**config.mk**
```make
export PLATFORM = sky130hd
export DESIGN_NAME = spi_reg_bridge_flat
export DESIGN_NICKNAME = d
export VERILOG_FILES = /design/src/rtl/spi_reg_bridge_pkg.sv /design/src/rtl/spi_reg_bridge_if.sv /design/src/rtl/spi_reg_bridge_sync_edge.sv /design/src/rtl/spi_reg_bridge.sv /design/src/flat_wrapper.sv
export SDC_FILE = /design/constraint.sdc
export NUM_CORES = 1
export LEC_CHECK = 0
export BUFFER_PORTS_ARGS = -buffer_cell sky130_fd_sc_hd__buf_2
export CAP_MARGIN = 20
export CORE_MARGIN = 1
export CORE_UTILIZATION = 45
export CTS_BUF_LIST = sky130_fd_sc_hd__clkbuf_4 sky130_fd_sc_hd__clkbuf_8 sky130_fd_sc_hd__clkbuf_16
export CTS_CLUSTER_SIZE = 10
export DETAILED_ROUTE_END_ITERATION = 12
export PLACE_DENSITY = 0.69
export SETUP_SLACK_MARGIN = 0.5
export SYNTH_ARGS = -nofsm -noshare
export SYNTH_HDL_FRONTEND = slang
export SYNTH_HIERARCHICAL = 1
export SYNTH_SLANG_ARGS = --single-unit
```
**constraint.sdc**
```tcl
create_clock -name sys_clk -period 3.9 [get_ports sys_clk]
set_clock_uncertainty 0.2 [all_clocks]
set_input_delay 0.585 -clock sys_clk [delete_from_list [all_inputs] [get_ports sys_clk]]
set_output_delay 0.585 -clock sys_clk [all_outputs]
set_load 0.005 [all_outputs]
```
**src/rtl/spi_reg_bridge_pkg.sv**
```systemverilog
// Shared types and constants for the SPI byte-stream to register-bank bridge.
// State encodings are fixed so they read the same in waveforms and in the bench.
package spi_reg_bridge_pkg;

  typedef enum logic [1:0] {
    StIdle   = 2'b00,
    StCmd    = 2'b01,
    StWrData = 2'b10,
    StRdData = 2'b11
  } state_e;

  localparam int unsigned CmdWrBit = 7;
  localparam int unsigned AddrW    = 7;

endpackage

```
**src/rtl/spi_reg_bridge_if.sv**
```systemverilog
// Byte-level link between the SPI slave shifter (master side) and the bridge.
interface spi_reg_bridge_if;

  logic       ss_in;
  logic       rx_rdy;
  logic [7:0] rx_data;
  logic [7:0] tx_data;
  logic       tx_load;

  modport master (
    output ss_in,
    output rx_rdy,
    output rx_data,
    input  tx_data,
    input  tx_load
  );

  modport slave (
    input  ss_in,
    input  rx_rdy,
    input  rx_data,
    output tx_data,
    output tx_load
  );

endinterface

```
**src/rtl/spi_reg_bridge_sync_edge.sv**
```systemverilog
// Two-flop synchroniser; with EdgeOut set, q is instead a registered rising-edge pulse
// of the synchronised level.
module spi_reg_bridge_sync_edge #(
  parameter bit EdgeOut = 1'b0
) (
  input  logic sys_clk,
  input  logic rst,
  input  logic d,
  output logic q
);

  logic meta_q;
  logic sync_q;

  always_ff @(posedge sys_clk or posedge rst) begin
    if (rst) begin
      meta_q <= 1'b0;
      sync_q <= 1'b0;
    end else begin
      meta_q <= d;
      sync_q <= meta_q;
    end
  end

  generate
    if (EdgeOut) begin : g_edge
      logic prev_q;
      logic rise_q;

      always_ff @(posedge sys_clk or posedge rst) begin
        if (rst) begin
          prev_q <= 1'b0;
          rise_q <= 1'b0;
        end else begin
          prev_q <= sync_q;
          rise_q <= sync_q & ~prev_q;
        end
      end

      assign q = rise_q;
    end else begin : g_level
      assign q = sync_q;
    end
  endgenerate

endmodule

```
**src/rtl/spi_reg_bridge.sv**
```systemverilog
// Decodes the SPI byte stream into burst reads/writes of an 8-bit register bank and
// returns readback bytes to the shifter with a one-cycle load strobe.
module spi_reg_bridge
  import spi_reg_bridge_pkg::*;
#(
  parameter int unsigned NUM_REGS  = 8,
  parameter logic [7:0]  RESET_VAL = 8'h00
) (
  input  logic                  sys_clk,
  input  logic                  rst,
  spi_reg_bridge_if.slave       bus,
  output logic [8*NUM_REGS-1:0] regs_flat,
  output logic                  wr_strobe,
  output logic [AddrW-1:0]      wr_addr,
  output logic                  busy
);

  logic ss_sync;
  logic byte_strobe;

  spi_reg_bridge_sync_edge #(
    .EdgeOut (1'b0)
  ) u_sync_ss (
    .sys_clk (sys_clk),
    .rst     (rst),
    .d       (bus.ss_in),
    .q       (ss_sync)
  );

  spi_reg_bridge_sync_edge #(
    .EdgeOut (1'b1)
  ) u_sync_rdy (
    .sys_clk (sys_clk),
    .rst     (rst),
    .d       (bus.rx_rdy),
    .q       (byte_strobe)
  );

  state_e           state_q, state_d;
  logic [AddrW-1:0] ptr_q, ptr_d;
  logic [7:0]       tx_data_q, tx_data_d;
  logic             tx_load_q, tx_load_d;
  logic             wr_strobe_q, wr_strobe_d;
  logic [AddrW-1:0] wr_addr_q, wr_addr_d;
  logic             reg_we;
  logic [7:0]       regs_q [NUM_REGS];

  logic [7:0] cmd_rd;
  logic [7:0] ptr_rd;
  logic       ptr_in_range;

  // Out-of-range addresses read as zero because no entry matches.
  always_comb begin
    cmd_rd = 8'h00;
    ptr_rd = 8'h00;
    for (int i = 0; i < NUM_REGS; i++) begin
      if (bus.rx_data[AddrW-1:0] == AddrW'(i)) cmd_rd = regs_q[i];
      if (ptr_q == AddrW'(i))                  ptr_rd = regs_q[i];
    end
  end

  assign ptr_in_range = 32'(ptr_q) < NUM_REGS;

  always_comb begin
    state_d     = state_q;
    ptr_d       = ptr_q;
    tx_data_d   = tx_data_q;
    tx_load_d   = 1'b0;
    wr_strobe_d = 1'b0;
    wr_addr_d   = wr_addr_q;
    reg_we      = 1'b0;

    // Select drop wins over a coincident byte, which is discarded.
    if (!ss_sync) begin
      state_d = StIdle;
    end else begin
      unique case (state_q)
        StIdle: state_d = StCmd;
        StCmd: begin
          if (byte_strobe) begin
            if (bus.rx_data[CmdWrBit]) begin
              ptr_d   = bus.rx_data[AddrW-1:0];
              state_d = StWrData;
            end else begin
              ptr_d     = bus.rx_data[AddrW-1:0] + AddrW'(1);
              tx_data_d = cmd_rd;
              tx_load_d = 1'b1;
              state_d   = StRdData;
            end
          end
        end
        StWrData: begin
          if (byte_strobe) begin
            if (ptr_in_range) begin
              reg_we      = 1'b1;
              wr_strobe_d = 1'b1;
              wr_addr_d   = ptr_q;
            end
            ptr_d = ptr_q + AddrW'(1);
          end
        end
        StRdData: begin
          if (byte_strobe) begin
            tx_data_d = ptr_rd;
            tx_load_d = 1'b1;
            ptr_d     = ptr_q + AddrW'(1);
          end
        end
        default: state_d = StIdle;
      endcase
    end
  end

  always_ff @(posedge sys_clk or posedge rst) begin
    if (rst) begin
      state_q     <= StIdle;
      ptr_q       <= '0;
      tx_data_q   <= 8'h00;
      tx_load_q   <= 1'b0;
      wr_strobe_q <= 1'b0;
      wr_addr_q   <= '0;
    end else begin
      state_q     <= state_d;
      ptr_q       <= ptr_d;
      tx_data_q   <= tx_data_d;
      tx_load_q   <= tx_load_d;
      wr_strobe_q <= wr_strobe_d;
      wr_addr_q   <= wr_addr_d;
    end
  end

  always_ff @(posedge sys_clk or posedge rst) begin
    if (rst) begin
      for (int i = 0; i < NUM_REGS; i++) regs_q[i] <= RESET_VAL;
    end else if (reg_we) begin
      for (int i = 0; i < NUM_REGS; i++) begin
        if (ptr_q == AddrW'(i)) regs_q[i] <= bus.rx_data;
      end
    end
  end

  generate
    for (genvar g = 0; g < NUM_REGS; g++) begin : g_flat
      assign regs_flat[8*g +: 8] = regs_q[g];
    end
  endgenerate

  assign bus.tx_data = tx_data_q;
  assign bus.tx_load = tx_load_q;
  assign wr_strobe   = wr_strobe_q;
  assign wr_addr     = wr_addr_q;
  assign busy        = (state_q != StIdle);

endmodule

```
**src/flat_wrapper.sv**
```systemverilog
// flat-port wrapper written by rule: the top's interface ports become plain ports
module spi_reg_bridge_flat import spi_reg_bridge_pkg::*;
#(
  parameter int unsigned NUM_REGS  = 8,
  parameter logic [7:0]  RESET_VAL = 8'h00
)
  (sys_clk, rst, regs_flat, wr_strobe, wr_addr, busy, bus_ss_in, bus_rx_rdy, bus_rx_data, bus_tx_data, bus_tx_load);
  spi_reg_bridge_if bus_i ();
  input  logic sys_clk;
  input  logic rst;
  output logic [8*NUM_REGS-1:0] regs_flat;
  output logic wr_strobe;
  output logic [AddrW-1:0] wr_addr;
  output logic busy;
  input wire logic [$bits(bus_i.ss_in)-1:0] bus_ss_in;
  input wire logic [$bits(bus_i.rx_rdy)-1:0] bus_rx_rdy;
  input wire logic [$bits(bus_i.rx_data)-1:0] bus_rx_data;
  output wire logic [$bits(bus_i.tx_data)-1:0] bus_tx_data;
  output wire logic [$bits(bus_i.tx_load)-1:0] bus_tx_load;
  assign bus_i.ss_in = bus_ss_in;
  assign bus_i.rx_rdy = bus_rx_rdy;
  assign bus_i.rx_data = bus_rx_data;
  assign bus_tx_data = bus_i.tx_data;
  assign bus_tx_load = bus_i.tx_load;
  spi_reg_bridge #(.NUM_REGS(NUM_REGS), .RESET_VAL(RESET_VAL)) u_core (.sys_clk(sys_clk), .rst(rst), .bus(bus_i), .regs_flat(regs_flat), .wr_strobe(wr_strobe), .wr_addr(wr_addr), .busy(busy));
endmodule
```
* Word level (Yosys, flattened, before mapping)
Index checks and enable logic that the tools add are counted.
W data, S select, Z words.
** Operators by class
- Add/subtract/negate cells :: 2
- Multipliers :: 0
- Divide/modulo/power cells :: 0
- $lt $le $gt $ge :: 1
- Eq/ne operators :: 23
- Shift operators :: 0
- Muxes and demuxes :: 37
- Bitwise logic cells :: 2
- Reductions and logical operators :: 19
** Operators by type and width (number)
- $mux W8 :: 19
- $eq A7 B3 Y1 const B :: 8
- $eq A7 B2 Y1 const B :: 4
- $mux W7 :: 3
- $reduce_and A2 Y1 :: 9
- $pmux W8 S2 :: 1
- $add A7 B1 Y7 const B :: 2
- $eq A7 B1 Y1 const B :: 2
- $logic_not A7 Y1 :: 2
- $pmux W7 S2 :: 1
- $mux W1 :: 9
- $reduce_and A4 Y1 :: 2
- $lt A7 B4 Y1 const B :: 1
- $ne A2 B2 Y1 const B :: 3
- $reduce_bool A2 Y1 :: 3
- $reduce_and A5 Y1 :: 1
- $eq A2 B2 Y1 const B :: 2
- $mux W2 :: 2
- $pmux W2 S2 :: 1
- $ne A3 B1 Y1 const B :: 1
- $ne A3 B3 Y1 const B :: 1
- $eq A2 B1 Y1 const B :: 1
- $logic_not A2 Y1 :: 1
- $ne A2 B1 Y1 const B :: 1
- other kinds (4) :: 4
** Storage, ports and cells
- Register bits after elaboration :: 96
- Latch bits :: 0
- RAM bits :: 0
- ROM bits :: 0
- Output and inout port bits :: 82
- Word-level logic and storage cells :: 104
- Memories :: 0

* Depth between registers and ports, before layout
Gate-level depths: netlist (run 1).
- Depth after elaboration :: 12
- Depth in mapped cells :: 10
- Mapped depth without buffers :: 7

* Hierarchy
Netlist (run 1), hierarchy kept.
** By module, submodules not included
- spi_reg_bridge :: instances 1, cells each 524, area an instance 5258.8 um2
- spi_reg_bridge_sync_edge at u_core.u_sync_rdy :: instances 1, cells each 6, area an instance 117.6 um2
- spi_reg_bridge_sync_edge at u_core.u_sync_ss :: instances 1, cells each 3, area an instance 53.8 um2

* Worst setup path after synthesis (run 1)
No wires, ideal clock.
- Path kind :: input-to-reg
- Start point :: in bus_rx_data[0]
- End point :: reg u_core.tx_data_q[4] (netlist: u_core/bus.tx_data[4])
- Arrival time :: 2.157 ns
- Setup slack :: 1.443 ns
- Stages :: 9
- Path buffers :: 2
- Path through :: clkbuf_1 inv_1 ha_1 clkbuf_1 nor2b_1 a221oi_1 o31ai_1 nand2_1 a311oi_1
** On the way
- Cells in the longest elaborated chain, start to end :: 12
** Ends and longest elaborated chain
- from (decl) :: line flat_wrapper.sv:17 : input wire logic [$bits(bus_i.rx_data)-1:0] bus_rx_data;
- $logic_not A7 Y1 :: line spi_reg_bridge.sv:57 : if (bus.rx_data[AddrW-1:0] == AddrW'(i)) cmd_rd = regs_q[i];
- $mux W8 (7 in series) :: line spi_reg_bridge.sv:57
- $mux W8 * :: line spi_reg_bridge.sv:57
- $mux W8 * :: line spi_reg_bridge.sv:81 : if (bus.rx_data[CmdWrBit]) begin
- $mux W8 * :: line spi_reg_bridge.sv:80 : if (byte_strobe) begin
- $pmux W8 S2 * :: line spi_reg_bridge.sv:77 : unique case (state_q)
- to (signal assigned) :: line spi_reg_bridge.sv:125 : tx_data_q <= tx_data_d;
- to (decl) :: line spi_reg_bridge.sv:41 : logic [7:0] tx_data_q, tx_data_d;
Every way passes the cells marked *; elsewhere a longest branch is shown, timed or not. The select of a mux whose other input is x is not followed.
A chain may end at the register's enable or synchronous reset.

* Final worst setup path (run 1)
- Start point :: reg u_core.state_q[1]
- End point :: reg u_core.regs_q (netlist bit u_core/regs_flat[45])
** On the way
- Cells in the longest elaborated chain, start to end :: 4
** Ends and longest elaborated chain
- from (decl) :: line spi_reg_bridge.sv:39 : state_e state_q, state_d;
- from (signal assigned) :: line spi_reg_bridge.sv:116 : state_q <= StIdle;
- from (signal assigned) :: line spi_reg_bridge.sv:123 : state_q <= state_d;
- $eq A2 B2 Y1 :: line spi_reg_bridge.sv:77
- $mux W1 :: line spi_reg_bridge.sv:77
- $mux W1 :: line spi_reg_bridge.sv:74 : if (!ss_sync) begin
- via u_core.reg_we :: line spi_reg_bridge.sv:45 : logic reg_we;
- $reduce_and A2 Y1 (no source line)
- to (signal, indexed assignment) :: line spi_reg_bridge.sv:137 : if (ptr_q == AddrW'(i)) regs_q[i] <= bus.rx_data;
- to (decl) :: line spi_reg_bridge.sv:46 : logic [7:0] regs_q [NUM_REGS];
The timed path passes the listed nets, and every way through them passes these cells.

==> metrics.yaml, run 1 <==
worst_setup_path:
  start_kind: "flop"
  crit_fanout: 18
  arrival_ns: 3.17
  crit_path_end_kind: "flop"
  cp_cell_sequence: "inv_1, or3_1, nor2_4, and3_1, mux2_2"
  cp_top_family: "simple AND/OR/NAND/NOR gates"
  slowest_delay_ns: 0.71
  cp_num_buf_inv: 1
  critical_path_class: "reg2reg"
  critical_path_required_ns: 3.94
  cp_slowest_cell: "or3_1"
  r2r_slack_ns: 0.77
final_layout:
  diodes: 0
  drive_gt1_share_pct: 32.8
  finish.net_count: 638
  syn_to_final_growth_pct: 17.1
routing:
  num_vias: 4954
  viasPerCell: 6.48
  detail-route-antenna-nets: 0
  dr.pass1.iters: 9
  drc: 6
  wl_per_cell_um: 23.8
  drt_iter0_markers: 480
  wl_um: 18200
clocking:
  clock-sinks: 96
  htree_levels: 3
  cts-root-buf: "clkbuf_16"
  clk_latency_ns: 0.36
  numCtsBuffers: 9
  clkTransAtPathRegs_ns: 0.07
  clockBufferDepth: 2
  tritoncts: "yes"
timing:
  fin_crit_ns: 3.13
  finalHoldViolCount: 0
  setup_slack_ns: 0.768
  worstMarginPinSlew_ns: 0.979
  slew_headroom_pct: 34.2
  setup-tns-final_ns: 0
  fmax_ghz: 0.319
  drv_slew: 0
  rsz0062_at_grt: "no"
  finalSetupViolations: 0
  fin_crit_sh_pct: 80.3
die:
  die_w_um: 112
  initial_core_util_pct: 47.0
  pin_count: 94
  die_y_um: 112
  die_area_mm2: 0.0125
  coreArea_mm2: 0.0116
  rows: 39
synth:
  yosysTopAreaCellShare_pct: 44.2
  avgSynthCellArea_um2: 10.2
  synth_cells: 533
  ys_seq_area_share_pct: 44.2
  synth_seq_cells: 96
  synth_most_common_cell: "dfrtp_1"
  synth.area.top_cells: "dfrtp_1 (44%), mux2_2 (13%), o21ai_0 (3.8%), nand2_1 (3.2%), nor4_4 (2.4%)"
  ys_types: 61
  yosys_warnings: 6
  synthTopCellsByCount: "dfrtp_1 (96), mux2_2 (62), nand2_1 (46), o21ai_0 (41), clkbuf_1 (33)"
  synth_ff_type: "dfrtp_1"
  synth_area_mm2: 0.00543
  synth_edf_count: 0
  async_reset_ff_share_pct: 100
  syn_nets: 553
  yosysTopAreaCell: "dfrtp_1"
placement:
  portBuffers: 93
  dp_hpwl_um: 12300
  finalWeightedCongestion: 0.923
  pre_cts_slack_ns: 0.721
run_status:
  outcome: "complete, but fails checks"
  violations: "design-rule violations"
min_path:
  hold_class: "in2reg"
global_routing:
  grt_pass1_wl_um: 28000
  grt_max_degree: 91
  grt_overflow_total: 0
  grt_pass1_vias: 4706
  grt.total_usage_pct: 30.1
  antenna_found_initial: 0
power:
  pwr_density_cell_mw_per_mm2: 407
  power.static_leakage_nw: 3.11
  power.total_mw: 2.59
  ir_drop_mv: 0.275
run:
  maxCapViolCount: 0
cell families (layout without fill, tap and decap cells):
kind of cell    after synthesis  in the layout  share of synthesized area, %
compound gates              155            155                          19.1
simple gates                141            141                          15.5
flops                        96             96                          44.2
mux                          67             67                          13.8
buf+inv                      60            149                          4.52
fa+ha+maj                     8              8                          1.84
xor+xnor                      6              6                         0.968
stage by stage:
step           std cells  utilization, %  hold WS, ns  cell area (µm²)
3_3_place_gp         749            52.5        0.141             6070
6_report             765            55.0        0.136             6360
5_1_grt              765            55.0        0.131             6360
2_1_floorplan        533               -        0.126             5430
3_5_place_dp         749            52.5        0.141             6070
4_1_cts              765            55.0        0.127             6360
worst reg2reg max path: cells and delay by family, from the launching register on:
family	cells	cell delay, ns
and+or+nand+nor	3	1.56
DFF	1	0.70
muxes	1	0.39
buffers and inverters	1	0.16
metal layers:
metal / wire [µm] / GRT usage [%] / vias up
met2: 8280 / 45.9 / 287
met4: 759 / 15.0 / 0
met3: 1560 / 6.91 / 65
met5: 0 / 0 / -
met1: 7620 / 40.2 / 2450
li1: - / - / 2152
cell type report:
type                    count  area, µm²
clock inverters             3       17.5
clock buffers              12        260
well taps                 143        179
repair buffers            114        638
fillers                  1026       5200
multi-input cells         377       2790
inverters                  20       76.3
flip-flops and latches     96       2400
what timing repair did:
item,4_1_cts,5_1_grt
endpoints found under the hold margin,6,0
setup endpoints to repair,0,3
hold buffers,1,0
gates resized for setup,0,1
buffers inserted,0,0
registers in the layout, indices dropped and copies added, names as in the netlist, 2 cells and up:
signal	cells
u_core/state_q	2
u_core/bus.tx_data	8
u_core/wr_addr	7
u_core/regs_flat	64
u_core/ptr_q	7
placed cells by master, fill, tap and decap left out, drive strengths merged, types with 4 or more instances in the layout:
master and count:
a221oi 10, nor2 14, clkinv 5, nand2b 5, nor3 7, o31ai 7
a22oi 4, mux2 64, a211oi 5, o211ai 8, nand2 46, nand3 10
ha 8, o21ai 41, nor2b 21, a31oi 10, clkbuf 12, and2 5
nand3b 4, a21oi 22, o22ai 13, and3 8, nor4 9, xnor2 5
dfrtp 96, buf 113, inv 17
power by group:
part / total [mW] / switching (mW) / internal [mW]
Sequential: 1.10 / 0.0591 / 1.04
Combinational: 0.635 / 0.433 / 0.202
Clock: 0.854 / 0.385 / 0.469
final timing paths:
check                                          from                       end  cells past startpoint
min in group asynchronous                       rst        u_core/u_sync_ss/q                      3
min reg2reg                u_core/u_sync_rdy/meta_q  u_core/u_sync_rdy/sync_q                      0
max reg2reg                       u_core/state_q[1]      u_core/regs_flat[45]                      5
max                               u_core/state_q[1]      u_core/regs_flat[45]                      5
min                                      bus_rx_rdy  u_core/u_sync_rdy/meta_q                      1
max in group asynchronous                       rst      u_core/regs_flat[41]                      4
No activity file was read; power rests on OpenSTA's default activity.
==> inputs of run 2 (changes only) <==
clock period = 3 ns   (was 3.9 ns; I/O delays follow)
==> metrics.yaml, run 2 (synthesis gave the netlist of run 1 again) <==
placement:
  portBuffers: 93  # unchanged
  place_area_mm2: 0.00621  # +2.4%
  pre_cts_slack_ns: 0.305  # -0.416 ns
  finalWeightedCongestion: 0.994  # +7.7%
  dp_hpwl_um: 13300  # +8.2%
final_layout:
  syn_to_final_growth_pct: 21.7
  largest_register_ffs: 64  # unchanged
  stdcell_area_mm2: 0.00661  # +3.9%
  final_cell_mix: "dfrtp_1 (96), buf_2 (93), mux2_2 (62)"
  finish.net_count: 657  # +3.0%
  drive_gt1_share_pct: 36.3  # +3.5 points
  final_common_cell: "dfrtp_1"
  diodes: 0  # unchanged
  final_core_util_pct: 57.1  # +2.1 points
worst_setup_path:
  slowest_delay_ns: 0.62  # -0.09 ns
  crit_path_end_kind: "flop"
  cp_top_family: "simple AND/OR/NAND/NOR gates"
  critical_path_depth: 5  # unchanged
  critical_path_required_ns: 3.04  # -0.90 ns
  crit_fanout: 10  # -8
  r2r_cells: 5  # unchanged
  crit_top_cell: "buf_4"
  cp_cell_sequence: "or4_4, buf_4, nor4_4, buf_4, mux2_2"
  critical_path_class: "reg2reg"
  cp_slowest_cell: "or4_4"
  cp_num_buf_inv: 2  # +1
  start_kind: "flop"
  arrival_ns: 2.48  # -0.69 ns
timing:
  slew_headroom_pct: 44.0  # +9.8 points
  setup_slack_ns: 0.561  # -0.207 ns
  finalSetupViolations: 0  # unchanged
  fmax_ghz: 0.410  # +28%
  drv_slew: 0  # unchanged
  finalHoldViolCount: 0  # unchanged
  setup-tns-final_ns: 0  # unchanged
  rsz0062_at_grt: "yes"
  worstMarginPinSlew_ns: 0.838  # -0.141 ns
  fin_crit_ns: 2.44  # -0.693 ns
  fin_crit_sh_pct: 81.3  # +1.0 points
routing:
  num_vias: 5050  # +1.9%
  detail-route-antenna-nets: 0  # unchanged
  drc: 5  # -1
  viasPerCell: 6.43  # -0.66%
  drt_iter0_markers: 454  # -5.4%
  wl_per_cell_um: 23.9  # +0.31%
  wl_um: 18800  # +2.9%
  dr.pass1.iters: 9  # unchanged
die:
  die_y_um: 112  # unchanged
  coreArea_mm2: 0.0116  # unchanged
  die_area_mm2: 0.0125  # unchanged
  die_w_um: 112  # unchanged
  pin_count: 94  # unchanged
  initial_core_util_pct: 47.0  # unchanged
  rows: 39  # unchanged
power:
  sw_frac_of_total_pct: 32.2  # -1.7 points
  netSwitchingPower_mw: 1.14  # +30%
  internal_power_mw: 2.41  # +41%
  pwr_density_cell_mw_per_mm2: 537  # +32%
  clkPwrFrac_pct: 35.0  # +2.0 points
  p_seq_share_pct: 40.5  # -2.0 points
  power.static_leakage_nw: 3.23  # +3.9%
  ir_drop_mv: 0.346  # +26%
  power_frac_comb_pct: 24.5  # about the same
clocking:
  cts.repair_timing.setup_buffer_count: 0  # unchanged
  numCtsBuffers: 9  # unchanged
  clk_latency_ns: 0.36  # about the same
  clockBufferDepth: 2  # unchanged
  tritoncts: "yes"
  htree_levels: 3  # unchanged
  clock-sinks: 96  # unchanged
  clkTransAtPathRegs_ns: 0.07  # about the same
  cts-root-buf: "clkbuf_16"
global_routing:
  grt.total_usage_pct: 31.2  # +1.1 points
  grt_max_degree: 45  # -51%
  grt_overflow_total: 0  # unchanged
  grt.busiest_layer: "met2"
  grtUsageMet3_pct: 5.01  # -1.9 points
  met2_usage_pct: 48.3  # +2.4 points
  met1_usage_pct: 44.3  # +4.1 points
  grt_pass1_wl_um: 29200  # +4.6%
  grt_pass1_vias: 4839  # +2.8%
  antenna_found_initial: 0  # unchanged
min_path:
  hold_class: "reg2reg"
  whs_path_depth: 0  # -1
run_status:
  outcome: "complete, but fails checks"
  violations: "design-rule violations"
run:
  maxCapViolCount: 0  # unchanged
-- run 2: changes by cell type in the layout (fill, tap and decap cells not counted), sizes merged --
cell	previous run	this run
clkbuf	12	10
clkinvlp	1	2
buf	113	130
dlygate4sd3	1	3
bufinv	0	2
-- run 2: path summary, 6_finish.rpt --
check	from	end	slack, ns
setup / recovery	u_core/ptr_q[6]	u_core/regs_flat[11]	0.56
hold / removal	u_core/u_sync_rdy/meta_q	u_core/u_sync_rdy/sync_q	0.15
setup reg to reg	u_core/ptr_q[6]	u_core/regs_flat[11]	0.56
hold reg to reg	u_core/u_sync_rdy/meta_q	u_core/u_sync_rdy/sync_q	0.15
max in group asynchronous	rst	u_core/regs_flat[11]	1.47
min in group asynchronous	rst	u_core/u_sync_ss/q	0.31
-- run 2: cell type report --
class | count | area, µm²
Inverter | 20 | 82.6
Timing Repair Buffer | 133 | 802
Fill cell | 1037 | 4960
Multi-Input combinational cell | 377 | 2830
Sequential cell | 96 | 2400
Clock buffer | 10 | 233
Clock inverter | 6 | 83.8
Tap cell | 143 | 179
-- run 2: power by group through the flow --
stage	Clock (mW)	Combinational, mW	Sequential, mW
after detailed placement	0	0.815	1.46
after floorplan	0	0.564	1.42
after CTS	1.26	0.825	1.43
after global placement	0	0.796	1.46
final	1.24	0.867	1.44
after global routing	1.31	0.926	1.45
-- run 2: per-layer routing --
metal	vias to the layer above	wire length, µm
met2	288	8600
met1	2528	8110
met5	-	0
met3	51	1480
met4	0	556
li1	2183	-
-- run 2: through the flow --
step | hold WS, ns | total power [mW] | instances
after floorplan | -0.00882 | 1.98 | 533
after global placement | 0.138 | 2.25 | 766
after detailed placement | 0.143 | 2.27 | 766
after CTS | 0.159 | 3.52 | 785
after global routing | 0.178 | 3.69 | 785
final | 0.154 | 3.55 | 785
-- run 2: timing repair --
item	CTS	global route
resized for setup	3	11
hold buffers	3	0
hold endpoints to repair	12	0
setup endpoints to repair	52	32
-- run 2: worst reg2reg max path, delay by kind of cell (launching register included) --
| kind | cells | cell delay [ns] |
|---|---|---|
| mux | 1 | 0.37 |
| simple gates | 2 | 0.83 |
| buf+inv | 2 | 0.50 |
| flops | 1 | 0.42 |
==> inputs of run 3 (changes only) <==
PLACE_DENSITY = 0.72   (was 0.69)
clock period = 2.05 ns   (was 3 ns; I/O delays follow)
==> metrics.yaml, run 3 (synthesis gave the netlist of run 1 again) <==
run_status:
  outcome: "complete, but fails checks"
  violations: "design-rule violations, negative setup slack"
timing:
  fin_crit_ns: 2.31  # -0.133 ns
  setup_slack_ns: -0.256  # -0.817 ns
  fin_hold_ws_ns: 0.168  # +0.0134 ns
  rsz0062_at_grt: "yes"
  finalSetupViolations: 72  # +72
  finalHoldViolCount: 0  # unchanged
  fmax_ghz: 0.434  # +5.8%
  fin_crit_sh_pct: 112  # +31 points
  slew_headroom_pct: 59.4  # +15 points
  worstMarginPinSlew_ns: 0.609  # -0.229 ns
  drv_slew: 0  # unchanged
final_layout:
  final_cell_mix: "dfrtp_1 (94), buf_2 (92), buf_4 (87)"
  fillers: 815  # -21%
  final_common_cell: "dfrtp_1"
  diodes: 0  # unchanged
  multi_input_area_mm2: 0.00323  # +14%
  seqCellArea_mm2: 0.00240  # +0.10%
  largest_register_ffs: 64  # unchanged
  drive_gt1_share_pct: 50.3  # +14 points
  finish.net_count: 743  # +13%
  syn_to_final_growth_pct: 44.8
  stdcell_count: 871  # +11%
worst_setup_path:
  critical_path_class: "reg2reg"
  crit_path_end_kind: "flop"
  r2r_cells: 9  # +4
  cp_num_buf_inv: 3  # +1
  arrival_ns: 2.34  # -0.14 ns
  cp-startpoint: "u_core/ptr_q[0]"
  crit_fanout: 6  # -4
  crit_top_cell: "buf_6"
  slowest_delay_ns: 0.44  # -0.18 ns
  critical_path_required_ns: 2.08  # -0.96 ns
  cp_cell_sequence: "buf_6, buf_6, ha_4, buf_6, nor2_4, o211ai_1, a22oi_1, a211oi_1, or3_1"
  r2r_end: "u_core/bus.tx_data[5]"
  cp_slowest_cell: "dfrtp_2"
  cp_top_family: "compound AO/OA/AOI/OAI gates"
  r2r_start: "u_core/ptr_q[0]"
  start_kind: "flop"
  r2r_slack_ns: -0.26  # -0.82 ns
clocking:
  numCtsBuffers: 9  # unchanged
  clockBufferDepth: 2  # unchanged
  tritoncts: "yes"
  cts-root-buf: "clkbuf_16"
  clkTransAtPathRegs_ns: 0.06  # about the same
  clk_latency_ns: 0.36  # about the same
  clock-sinks: 96  # unchanged
  htree_levels: 3  # unchanged
global_routing:
  grt_overflow_total: 0  # unchanged
  grtUsageMet3_pct: 5.55  # +0.54 points
  grt_max_degree: 47  # +4.4%
  met2_usage_pct: 52.2  # +3.9 points
  grt_pass1_vias: 5267  # +8.8%
  grt.total_usage_pct: 33.1  # +1.9 points
  met1_usage_pct: 45.3  # +1.0 points
  antenna_found_initial: 0  # unchanged
  grt.busiest_layer: "met2"
  grt_pass1_wl_um: 31200  # +6.6%
die:
  coreArea_mm2: 0.0116  # unchanged
  rows: 39  # unchanged
  die_area_mm2: 0.0125  # unchanged
  die_w_um: 112  # unchanged
  pin_count: 94  # unchanged
  die_y_um: 112  # unchanged
  initial_core_util_pct: 47.0  # unchanged
routing:
  drt_iter0_markers: 416  # -8.4%
  drc: 5  # unchanged
  dr.pass1.iters: 9  # unchanged
  detail-route-antenna-nets: 0  # unchanged
  wl_per_cell_um: 23.3  # -2.7%
  viasPerCell: 6.19  # -3.8%
  wl_um: 20300  # +8.0%
  num_vias: 5390  # +6.7%
placement:
  pre_cts_slack_ns: -0.322  # -0.627 ns
  portBuffers: 93  # unchanged
  dp_hpwl_um: 14300  # +7.0%
  finalWeightedCongestion: 0.937  # -5.7%
  dp_cells: 828  # +8.1%
run:
  maxCapViolCount: 0  # unchanged
min_path:
  whs_path_depth: 0  # unchanged
  whs_endpoint: "u_core/u_sync_ss/q"
  worstHoldStart: "u_core/u_sync_ss/meta_q"
  hold_class: "reg2reg"
power:
  ir_drop_mv: 0.502  # +45%
  clkPwrFrac_pct: 30.2  # -4.8 points
  netSwitchingPower_mw: 1.91  # +67%
  p_seq_share_pct: 35.6  # -4.9 points
  pwr_density_cell_mw_per_mm2: 748  # +39%
  internal_power_mw: 3.97  # +65%
  power_frac_comb_pct: 34.2  # +9.7 points
  sw_frac_of_total_pct: 32.4  # +0.22 points
  power.static_leakage_nw: 3.79  # +17%
  power.total_mw: 5.88  # +66%
## run 3: changes by cell type in the layout (fill, tap and decap cells not counted), moves of 7 or more
| cell | delta |
|---|---|
| mux2_2 | -37 |
| buf_12 | +8 |
| mux2_4 | +39 |
| o21ai_1 | +7 |
| buf_4 | +53 |
| buf_6 | +25 |
| o21ai_0 | -12 |
## run 3: repair_timing
action / CTS / global route
hold buffers: 3 / 0
hold endpoints to repair: 79 / 0
setup buffers: 15 / 9
gates resized for setup: 85 / 42
pin swaps: 16 / 13
endpoints found under the setup margin: 87 / 88
## run 3: per-stage QoR
| step | setup TNS, ns | util, % | instance area (µm²) |
|---|---|---|---|
| detailed placement | -12.01 | 59.4 | 6870 |
| global placement | -9.92 | 59.4 | 6870 |
| finish | -12.41 | 68.0 | 7860 |
| global route | -14.84 | 68.0 | 7860 |
| CTS | -10.13 | 65.9 | 7620 |
| floorplan | -19.77 | - | 5610 |
## run 3: area by class of cell
class	count	share of cell area [%]
flip-flops and latches	96	30.6
multi-input cells	377	41.1
inverters	20	1.05
clock buffers	14	3.50
repair buffers	219	21.0
well taps	143	2.28
clock inverters	2	0.477
## run 3: metal layers
metal / wire length [µm] / vias to the layer above / share of wire [%]
met5: 0 / - / 0
met4: 630 / 0 / 3.1
met3: 1450 / 40 / 7.2
met2: 9650 / 307 / 48
met1: 8520 / 2693 / 42
li1: - / 2350 / -
## run 3: worst max-delay path by stage
stage                       endpoint  slack [ns]  depth (start not counted)
5_1_grt        u_core/bus.tx_data[5]       -0.29                          9
2_1_floorplan   u_core/regs_flat[11]       -0.37                          6
4_1_cts          u_core/regs_flat[7]       -0.21                          5
3_3_place_gp   u_core/bus.tx_data[7]       -0.30                          7
6_report       u_core/bus.tx_data[5]       -0.26                          9
3_5_place_dp   u_core/bus.tx_data[7]       -0.32                          7
## run 3: power by group through the flow
stage / registers, mW / clock network [mW] / logic (mW)
finish: 2.09 / 1.78 / 2.01
global route: 2.09 / 1.86 / 2.12
CTS: 2.08 / 1.80 / 1.79
detailed placement: 2.10 / 0 / 1.52
global placement: 2.10 / 0 / 1.51
floorplan: 2.08 / 0 / 0.891
